[src/rtl/vx_gbar_unit_pkg.sv]
// Shared types and sizing for the global barrier responder.
// Barrier/core counts are fixed here; widths and request/response structs derive from them.
package vx_gbar_unit_pkg;

   localparam int NUM_BARRIERS = 8;
   localparam int NUM_CORES    = 16;
   localparam int NB_WIDTH     = $clog2(NUM_BARRIERS);
   localparam int NC_WIDTH     = $clog2(NUM_CORES);

   typedef struct packed {
      logic [NB_WIDTH-1:0] id;
      logic [NC_WIDTH-1:0] size_m1;
      logic [NC_WIDTH-1:0] core_id;
   } gbar_req_t;

   typedef struct packed {
      logic [NB_WIDTH-1:0] id;
   } gbar_rsp_t;

endpackage

[src/rtl/vx_popcount.sv]
// Combinational population count of an N-bit vector.
// Zero latency, no flow control.
module vx_popcount #(
   parameter int N   = 16,
   parameter int C_W = $clog2(N + 1)
) (
   input  logic [N-1:0]   i_data,
   output logic [C_W-1:0] o_count
);

   always_comb begin
      o_count = '0;
      for (int i = 0; i < N; i++) begin
         o_count = o_count + C_W'(i_data[i]);
      end
   end

endmodule

[src/rtl/vx_gbar_unit.sv]
// Global barrier responder: collects core arrivals per barrier ID, pulses rsp on release.
// Release/error pulses arrive 1 cycle after acceptance; req_ready is high out of reset, rsp/err never stall.
module vx_gbar_unit
   import vx_gbar_unit_pkg::*;
(
   input  logic                clk,
   input  logic                reset,
   input  logic                req_valid,
   input  logic [NB_WIDTH-1:0] req_id,
   input  logic [NC_WIDTH-1:0] req_size_m1,
   input  logic [NC_WIDTH-1:0] req_core_id,
   output logic                req_ready,
   output logic                rsp_valid,
   output logic [NB_WIDTH-1:0] rsp_id,
   output logic                err_valid,
   output logic [NB_WIDTH-1:0] err_id,
   output logic                busy
);

   localparam int CNT_W = NC_WIDTH + 1;
   localparam int PC_W  = $clog2(NUM_CORES + 1);

   logic [NUM_BARRIERS-1:0] r_active;
   logic [NUM_CORES-1:0]    r_mask [NUM_BARRIERS];
   logic [NC_WIDTH-1:0]     r_size [NUM_BARRIERS];
   logic                    r_rsp_vld;
   logic                    r_err_vld;
   gbar_rsp_t               r_rsp;
   gbar_rsp_t               r_err;

   gbar_req_t               w_req;
   logic                    w_accept;
   logic [NUM_CORES-1:0]    w_onehot;
   logic [NUM_CORES-1:0]    w_cur_mask;
   logic [NUM_CORES-1:0]    w_new_mask;
   logic                    w_cur_act;
   logic [NC_WIDTH-1:0]     w_cur_size;
   logic [NC_WIDTH-1:0]     w_tgt_size;
   logic                    w_core_ok;
   logic                    w_dup;
   logic                    w_size_bad;
   logic                    w_err;
   logic                    w_good;
   logic [PC_W-1:0]         w_cnt;
   logic                    w_release;
   logic                    w_arrive;

   assign req_ready = ~reset;
   assign w_accept  = req_valid & req_ready;
   assign w_req     = '{id: req_id, size_m1: req_size_m1, core_id: req_core_id};

   always_comb begin
      w_onehot = '0;
      for (int i = 0; i < NUM_CORES; i++) begin
         w_onehot[i] = (CNT_W'(w_req.core_id) == CNT_W'(i));
      end
   end

   assign w_cur_mask = r_mask[w_req.id];
   assign w_cur_act  = r_active[w_req.id];
   assign w_cur_size = r_size[w_req.id];
   assign w_new_mask = w_cur_mask | w_onehot;

   // Out-of-range core IDs only exist when NUM_CORES is not a power of two.
   assign w_core_ok  = (CNT_W'(w_req.core_id) < CNT_W'(NUM_CORES));
   assign w_dup      = |(w_cur_mask & w_onehot);
   assign w_size_bad = w_cur_act && (w_req.size_m1 != w_cur_size);
   assign w_err      = w_accept & (~w_core_ok | w_size_bad | w_dup);
   assign w_good     = w_accept & ~(~w_core_ok | w_size_bad | w_dup);
   assign w_tgt_size = w_cur_act ? w_cur_size : w_req.size_m1;

   vx_popcount #(
      .N   (NUM_CORES),
      .C_W (PC_W)
   ) u_popcount (
      .i_data  (w_new_mask),
      .o_count (w_cnt)
   );

   // Compare in NC_WIDTH+1 bits so size_m1 = NUM_CORES-1 does not wrap.
   assign w_release = w_good && (CNT_W'(w_cnt) == (CNT_W'(w_tgt_size) + CNT_W'(1)));
   assign w_arrive  = w_good && !w_release;

   always_ff @(posedge clk or posedge reset) begin
      if (reset) begin
         r_active  <= '0;
         r_rsp_vld <= 1'b0;
         r_err_vld <= 1'b0;
         r_rsp     <= '0;
         r_err     <= '0;
         for (int b = 0; b < NUM_BARRIERS; b++) begin
            r_mask[b] <= '0;
            r_size[b] <= '0;
         end
      end else begin
         r_rsp_vld <= w_release;
         r_err_vld <= w_err;
         if (w_release) begin
            r_rsp.id           <= w_req.id;
            r_active[w_req.id] <= 1'b0;
            r_mask[w_req.id]   <= '0;
         end
         if (w_arrive) begin
            r_active[w_req.id] <= 1'b1;
            r_mask[w_req.id]   <= w_new_mask;
            if (!w_cur_act) begin
               r_size[w_req.id] <= w_req.size_m1;
            end
         end
         if (w_err) begin
            r_err.id <= w_req.id;
         end
      end
   end

   assign rsp_valid = r_rsp_vld;
   assign rsp_id    = r_rsp.id;
   assign err_valid = r_err_vld;
   assign err_id    = r_err.id;
   assign busy      = |r_active;

endmodule
[config.mk]
export PLATFORM = sky130hd
export DESIGN_NAME = vx_gbar_unit
export DESIGN_NICKNAME = d
export VERILOG_FILES = /design/src/rtl/vx_gbar_unit_pkg.sv /design/src/rtl/vx_popcount.sv /design/src/rtl/vx_gbar_unit.sv
export SDC_FILE = /design/constraint.sdc
export NUM_CORES = 1
export LEC_CHECK = 0
export BUFFER_PORTS_ARGS = -buffer_cell sky130_fd_sc_hd__buf_2
export CAP_MARGIN = 10
export CORE_ASPECT_RATIO = 0.75
export CORE_MARGIN = 10
export CORE_UTILIZATION = 45
export CTS_CLUSTER_SIZE = 12
export DETAILED_ROUTE_END_ITERATION = 10
export GPL_TIMING_DRIVEN = 0
export PLACE_DENSITY = 0.7
export SLEW_MARGIN = 20
export SYNTH_ARGS = -nofsm -noshare
export SYNTH_HDL_FRONTEND = slang
export SYNTH_SLANG_ARGS = --single-unit
[constraint.sdc]
create_clock -name clk -period 13.14 [get_ports clk]
set_input_delay 2.628 -clock clk [delete_from_list [all_inputs] [get_ports clk]]
set_output_delay 2.628 -clock clk [all_outputs]
set_load 0.01 [all_outputs]
After elaboration in Yosys (flattened, before gate mapping)
Cells that the tools add are included.
{"block": "word_totals", "register_bits": 176, "out_inout_bits": 10, "wordCells": 104, "inputBits": 14}
{"block": "classes", "n_lt_le_gt_ge": 4, "n_mux": 21, "eq_ne": 17, "n_bitwise": 15, "n_reduce_logical": 10, "n_addsub": 16}
{"operator": "$mux W128", "count": 2}
{"operator": "$and A128 B128 Y128", "count": 1}
{"operator": "$bwmux W128", "count": 1}
{"operator": "$not A128 Y128", "count": 1}
{"operator": "$add A5 B1 Y5", "count": 14}
{"operator": "$bmux W16 S3", "count": 1}
{"operator": "$demux W16 S3", "count": 1}
{"operator": "$mux W16", "count": 3}
{"operator": "$bwmux W32", "count": 1}
{"operator": "$eq A4 B4 Y1 const B", "count": 8}
{"operator": "$and A16 B16 Y16", "count": 1}
{"operator": "$eq A4 B3 Y1 const B", "count": 4}
{"operator": "$mux W4", "count": 4}
{"operator": "$mux W8", "count": 2}
{"operator": "$or A16 B16 Y16", "count": 1}
{"operator": "$reduce_or A16 Y1", "count": 1}
{"operator": "$bmux W4 S3", "count": 1}
{"operator": "$demux W4 S3", "count": 1}
{"operator": "$and A8 B8 Y8", "count": 1}
{"operator": "$eq A4 B2 Y1 const B", "count": 2}
{"operator": "$not A8 Y8", "count": 1}
{"operator": "$or A8 B8 Y8", "count": 1}
{"operator": "$reduce_or A8 Y1", "count": 1}
{"operator": "$add A4 B1 Y5 const B", "count": 1}
{"operator": "other kinds (19)", "count": 28}

Logic depth before layout (Yosys ltp)
{"block": "logic_depth", "ltp_word": 25, "depth_mapped": 27, "depth_no_buf": 23}

Cells and area by module
From an unflattened synthesis, not the netlist that was laid out.
{"block": "hier_totals", "hier_cells": 898, "area_unflattened_um2": 8984.9}
{"mod": "vx_gbar_unit", "instances": 1, "cells_each": 855, "area_each_um2": 8595.7, "seq_area_each_um2": 4404.2}
{"mod": "vx_popcount", "instances": 1, "cells_each": 43, "area_each_um2": 389.1, "seq_area_each_um2": 0.0}

Worst setup path after synthesis
OpenSTA, ideal clock, no wires.
{"block": "synth_timing", "kind": "input port to output port", "start": "in reset", "end": "out req_ready", "arrival_time_ns": 6.314, "path_stages": 1, "n_path_buf": 0, "path_slack_ns": 4.198, "required_time_ns": 10.512, "cell_sequence": "inv_1"}
{"block": "synth_between", "elab_chain_len": 1}
{"element": "start, declared", "line_no": "vx_gbar_unit.sv:7", "rtl": "input logic reset,"}
{"element": "$not A1 Y1", "line_no": "vx_gbar_unit.sv:48", "rtl": "assign req_ready = ~reset;"}
{"element": "end, declared", "line_no": "vx_gbar_unit.sv:12", "rtl": "output logic req_ready,"}
No other way between the ends.

Final worst setup path
{"block": "layout_timing", "start": "in req_id[1]", "end": "reg r_mask[102] (netlist name)"}
{"block": "layout_between", "elab_chain_len": 25}
{"element": "start, declared", "line_no": "vx_gbar_unit.sv:9", "rtl": "input logic [NB_WIDTH-1:0] req_id,"}
{"element": "$not A3 Y4 (not written as such)"}
{"element": "$bmux W16 S3", "line_no": "vx_gbar_unit.sv:59", "rtl": "assign w_cur_mask = r_mask[w_req.id];"}
{"element": "$mux W16 (not written as such) (2 in series)", "line_no": "vx_gbar_unit.sv:59"}
{"element": "$or A16 B16 Y16", "line_no": "vx_gbar_unit.sv:62", "rtl": "assign w_new_mask = w_cur_mask | w_onehot;"}
{"element": "$add A1 B1 Y2", "line_no": "vx_popcount.sv:14", "rtl": "o_count = o_count + C_W'(i_data[i]);"}
{"element": "$add A5 B1 Y5 (14 in series)", "line_no": "vx_popcount.sv:14"}
{"element": "$eq A5 B5 Y1", "line_no": "vx_gbar_unit.sv:81", "rtl": "assign w_release = w_good && (CNT_W'(w_cnt) == (CNT_W'(w_tgt_size) + CNT_W'(1)));"}
{"element": "$logic_and A1 B1 Y1", "line_no": "vx_gbar_unit.sv:81"}
{"element": "$mux W128 or $logic_not A1 Y1 (tied branches)", "line_no": "vx_gbar_unit.sv:98, vx_gbar_unit.sv:82"}
{"element": "$bwmux W128 or $logic_and A1 B1 Y1 (tied branches)", "line_no": "vx_gbar_unit.sv:105, vx_gbar_unit.sv:82"}
{"element": "$mux W128 (*)", "line_no": "vx_gbar_unit.sv:103", "rtl": "if (w_arrive) begin"}
{"element": "end signal, assigned by index", "line_no": "vx_gbar_unit.sv:105", "rtl": "r_mask[w_req.id] <= w_new_mask;"}
{"element": "end, declared", "line_no": "vx_gbar_unit.sv:24", "rtl": "logic [NUM_CORES-1:0] r_mask [NUM_BARRIERS];"}
Mark *: on every way between the ends. The rest lies on a longest branch, timed or not. The select of a mux whose other input is x is not followed.
A chain may end at the register's enable or synchronous reset.

==> qor_table.md <==
| Result | This run | Unit |
|---|---|---|
| Outcome | finished clean | - |
| Slowest CP cell | sky130_fd_sc_hd__or4b_2 | - |
| Sink count of the clock tree | 176 | - |
| Most used cell, CP | sky130_fd_sc_hd__fa_1 | - |
| Category of the worst setup path launch point | primary input | - |
| Leading register cell type out of synthesis | sky130_fd_sc_hd__dfrtp_1 | - |
| Post-CTS clock slew at the launch and capture registers of the worst setup and hold paths | 70 | ps |
| Row count | 45 | - |
| GRT Util Overall | 18.2 | % |
| Remaining antenna violation count | 0 | - |
| Class of the most critical hold timing path | register to register | - |
| Port buffer count | 20 | - |
| Portion of the post-synthesis area used by sequential elements | 48.1 | % |
| Final setup vio count | 0 | - |
| Final TNS setup | 0 | ps |
| Total wire length after detailed routing | 23200 | um |
| Crit path required time | 13460 | ps |
| Ys async rst share | 100 | % |
| Final Instance Count excl. Fillers | 1036 | - |
| Drt initial violations | 539 | - |
| Timing-limited maximum frequency | 105 | MHz |
| Vert. Die Dim | 144 | um |
| Met3 wire length | 1490 | um |
| # DRC | 0 | - |
| Placer Congestion | 0.908 | - |
| Post-synth net total | 756 | - |
| Average routed wire per standard cell | 22.4 | um |
| Via count of the first global-routing pass | 6300 | - |
| Clk_lat worst skew | 430 | ps |
| Ant diodes | 0 | - |
| CP endpoint kind | register | - |
| Growth of design area from synthesis to finish | 11.4 | % |
| Crit path largest cell delay | 620 | ps |
| Detail-routed via count per cell | 5.99 | - |
| Kind of cell adding the most delay to the critical path | adder cells | - |
| Core footprint | 0.0201 | mm^2 |
| Count of boundary I/O pins | 24 | - |
| Final slew viol count | 0 | - |
| Number of flip-flops and latches in the synthesized netlist | 176 | - |
| Number of buffers inserted to repair setup after CTS | 0 | - |
| Critical path type | primary input to register | - |
| Syn avg cell area | 12.6 | um^2 |
| Cell area power density | 210 | mW/mm^2 |
| Max-cap violations | 0 | - |
| CTS tree | done | - |
| Transition time at the pin with the least slew margin | 1120 | ps |
| Die ar. | 0.0265 | mm^2 |
| Starting Density | 45.6 | % |
| Number of buffer and inverter stages on the critical path | 5 | - |
| Final number of hold-violating endpoints | 0 | - |
| Top-area cell type share of the netlist area | 48.1 | % |
| Slew HR | 24.7 | % |
| Total met2 wirelength after detailed routing | 10100 | um |
| TritonRoute pass-1 iters | 5 | - |
| Highest fanout seen on the critical path | 10 | - |
| Share of the clock period used by the worst path after layout | 72.5 | % |
| Critical-path cell list | buf_2, buf_4, buf_2, buf_2, mux2i_1, a22oi_1, a22oi_1, fa_1, fa_1, fa_1, fa_1, fa_1, o21ai_0, xnor2_1, or4b_2, nand4_1, xor2_1, nor4_2, clkbuf_1, nor2_1, mux2_2 | - |
| Main area contributors after synthesis | sky130_fd_sc_hd__dfrtp_1 (48%), sky130_fd_sc_hd__mux2_2 (21%), sky130_fd_sc_hd__mux2i_1 (6.6%) | - |
| Clk root buf | sky130_fd_sc_hd__clkbuf_16 | - |
| Ratio of cells with drive above 1 in the final layout | 34.4 | % |
| Unique masters post-synth | 61 | - |
| Die W | 185 | um |
| Maximum number of pins on one net before global-route repair | 106 | - |
| FF-to-FF setup slack | 6290 | ps |
| Post-layout min period | 9520 | ps |
| Grt ovf | 0 | - |
| Post-synth top area cell | sky130_fd_sc_hd__dfrtp_1 | - |
| Hold buffer count at cts | 0 | - |
| Cell Area, Synth | 0.00916 | mm^2 |
| Half-perimeter wire length after detailed placement | 16000 | um |
| Number of cells after detailed placement | 1005 | - |
| Antenna violations before repair | 0 | - |
| Number of warning messages in the yosys log | 0 | - |
| Largest vdd supply drop | 0.0935 | mV |
| Gates resized, CTS repair | 0 | - |
| Uppermost metal layer occupied by signal nets | met4 | - |
| Clock buffers created by TritonCTS | 17 | - |
| # nets final | 796 | - |
| Number of flops mapped to enable cells by yosys | 0 | - |
| Unrepaired setup endpoints after global routing | no | - |
| Syn Inst Count | 726 | - |
| Wire length of the first global-routing pass | 36900 | um |
| Overall power of the completed layout | 2.15 | mW |
| Routed metal-1 wirelength | 11300 | um |
| Leakage | 4.84 | nW |
| Critical Path AT | 9840 | ps |
| Number of vias in the routed layout | 6207 | - |
| Htree depth | 4 | - |
| Max Clock Skew | 9.68 | ps |
| Buffer levels on the longest clock path | 2 | - |
layer usage:
metal,global-route usage (%),up-vias
li1,-,2751
met1,26.4,3229
met2,26.7,201
met3,4.31,26
met4,4.86,0
met5,0,-
cells in the final DEF (no fill, tap or decap), drive strengths merged, types with 4 or more instances in the layout:
cell type	Yosys	layout
a21oi	19	19
a22oi	11	11
and2	4	4
buf	28	49
clkbuf	13	36
clkinv	0	4
dfrtp	176	176
fa	10	10
ha	6	6
inv	16	16
mux2	170	170
mux2i	60	60
mux4	6	6
nand2	32	32
nand3	7	7
nand3b	10	10
nand4	6	6
nor2	30	30
nor2b	12	12
nor3	18	18
nor4	6	6
o21ai	13	13
o22ai	18	18
xnor2	10	10
worst register-to-register path: stages (launching register included):
cell and delay, ps:
sky130_fd_sc_hd__dfrtp_1 370, sky130_fd_sc_hd__mux4_2 480, sky130_fd_sc_hd__mux2_2 330, sky130_fd_sc_hd__a21oi_1 250, sky130_fd_sc_hd__fa_1 500, sky130_fd_sc_hd__fa_1 570, sky130_fd_sc_hd__fa_1 420, sky130_fd_sc_hd__fa_1 480
sky130_fd_sc_hd__fa_1 400, sky130_fd_sc_hd__o21ai_0 230, sky130_fd_sc_hd__xnor2_1 170, sky130_fd_sc_hd__or4b_2 620, sky130_fd_sc_hd__nand4_1 120, sky130_fd_sc_hd__xor2_1 90, sky130_fd_sc_hd__nor4_2 560, sky130_fd_sc_hd__clkbuf_1 490
sky130_fd_sc_hd__nor2_1 300, sky130_fd_sc_hd__mux2_2 340
logic make-up (layout without fill, tap and decap cells):
family	count (synthesis)	after routing	share of synthesized area, %
multiplexers	236	236	29.0
AND/OR/NAND/NOR	140	140	9.21
buffers and inverters	57	109	3.10
XOR/XNOR	11	11	1.05
adder cells (fa/ha/maj)	16	16	3.01
AO/OA/AOI/OAI	90	90	6.56
flip-flops	176	176	48.1
stage by stage:
stage | utilization [%] | hold WS [ps] | worst slack (ps) | instance area, um^2
3_5_place_dp | 47.8 | 473 | 3000 | 9620
3_3_place_gp | 47.7 | 466 | 1970 | 9580
4_1_cts | 50.7 | 487 | 3450 | 10200
2_1_floorplan | - | 469 | 4200 | 9160
5_1_grt | 50.8 | 513 | 3240 | 10200
6_report | 50.8 | 482 | 3620 | 10200
cell usage after synthesis (5+ instances only):
cell,count
sky130_fd_sc_hd__dfrtp_1,176
sky130_fd_sc_hd__xnor2_1,10
sky130_fd_sc_hd__mux2_2,170
sky130_fd_sc_hd__buf_4,6
sky130_fd_sc_hd__nand3b_1,10
sky130_fd_sc_hd__mux4_2,5
sky130_fd_sc_hd__o22ai_1,18
sky130_fd_sc_hd__nand2_1,28
sky130_fd_sc_hd__nor4_1,5
sky130_fd_sc_hd__clkbuf_1,13
sky130_fd_sc_hd__ha_1,6
sky130_fd_sc_hd__nor3_1,11
sky130_fd_sc_hd__o21ai_0,13
sky130_fd_sc_hd__a22oi_1,11
sky130_fd_sc_hd__inv_1,16
sky130_fd_sc_hd__buf_2,14
sky130_fd_sc_hd__nor2_1,30
sky130_fd_sc_hd__a21oi_1,19
sky130_fd_sc_hd__fa_1,10
sky130_fd_sc_hd__nor2b_1,12
sky130_fd_sc_hd__nand3_1,7
sky130_fd_sc_hd__mux2i_1,60
layout make-up:
class / instances / area (um^2)
clock inverters: 8 / 106
inverters: 16 / 67.6
multi-input cells: 493 / 4480
flip-flops and latches: 176 / 4400
fillers: 1734 / 9890
well taps: 258 / 323
repair buffers: 21 / 128
plain buffers: 41 / 224
clock buffers: 23 / 478
flip-flops by register name (all words and copies together), names as in the netlist:
| name | cells |
|---|---|
| r_mask | 128 |
| r_size | 32 |
| r_active | 8 |
| err_id | 3 |
| rsp_id | 3 |
| err_valid | 1 |
| rsp_valid | 1 |
final timing paths:
path,from,endpoint,cells past startpoint
setup reg to reg,r_mask[6],r_mask[102],17
max in group asynchronous,reset,r_mask[24],3
hold reg to reg,err_id[1],err_id[1],2
setup / recovery,req_id[1],r_mask[102],21
min in group asynchronous,reset,r_size[10],2
hold / removal,err_id[1],err_id[1],2
power by group:
part	switching [mW]	internal (mW)	total, mW
registers	0.0888	0.715	0.804
clock network	0.208	0.295	0.503
logic	0.476	0.363	0.839
total	0.773	1.37	2.15
No activity file was read; power rests on OpenSTA's default activity.
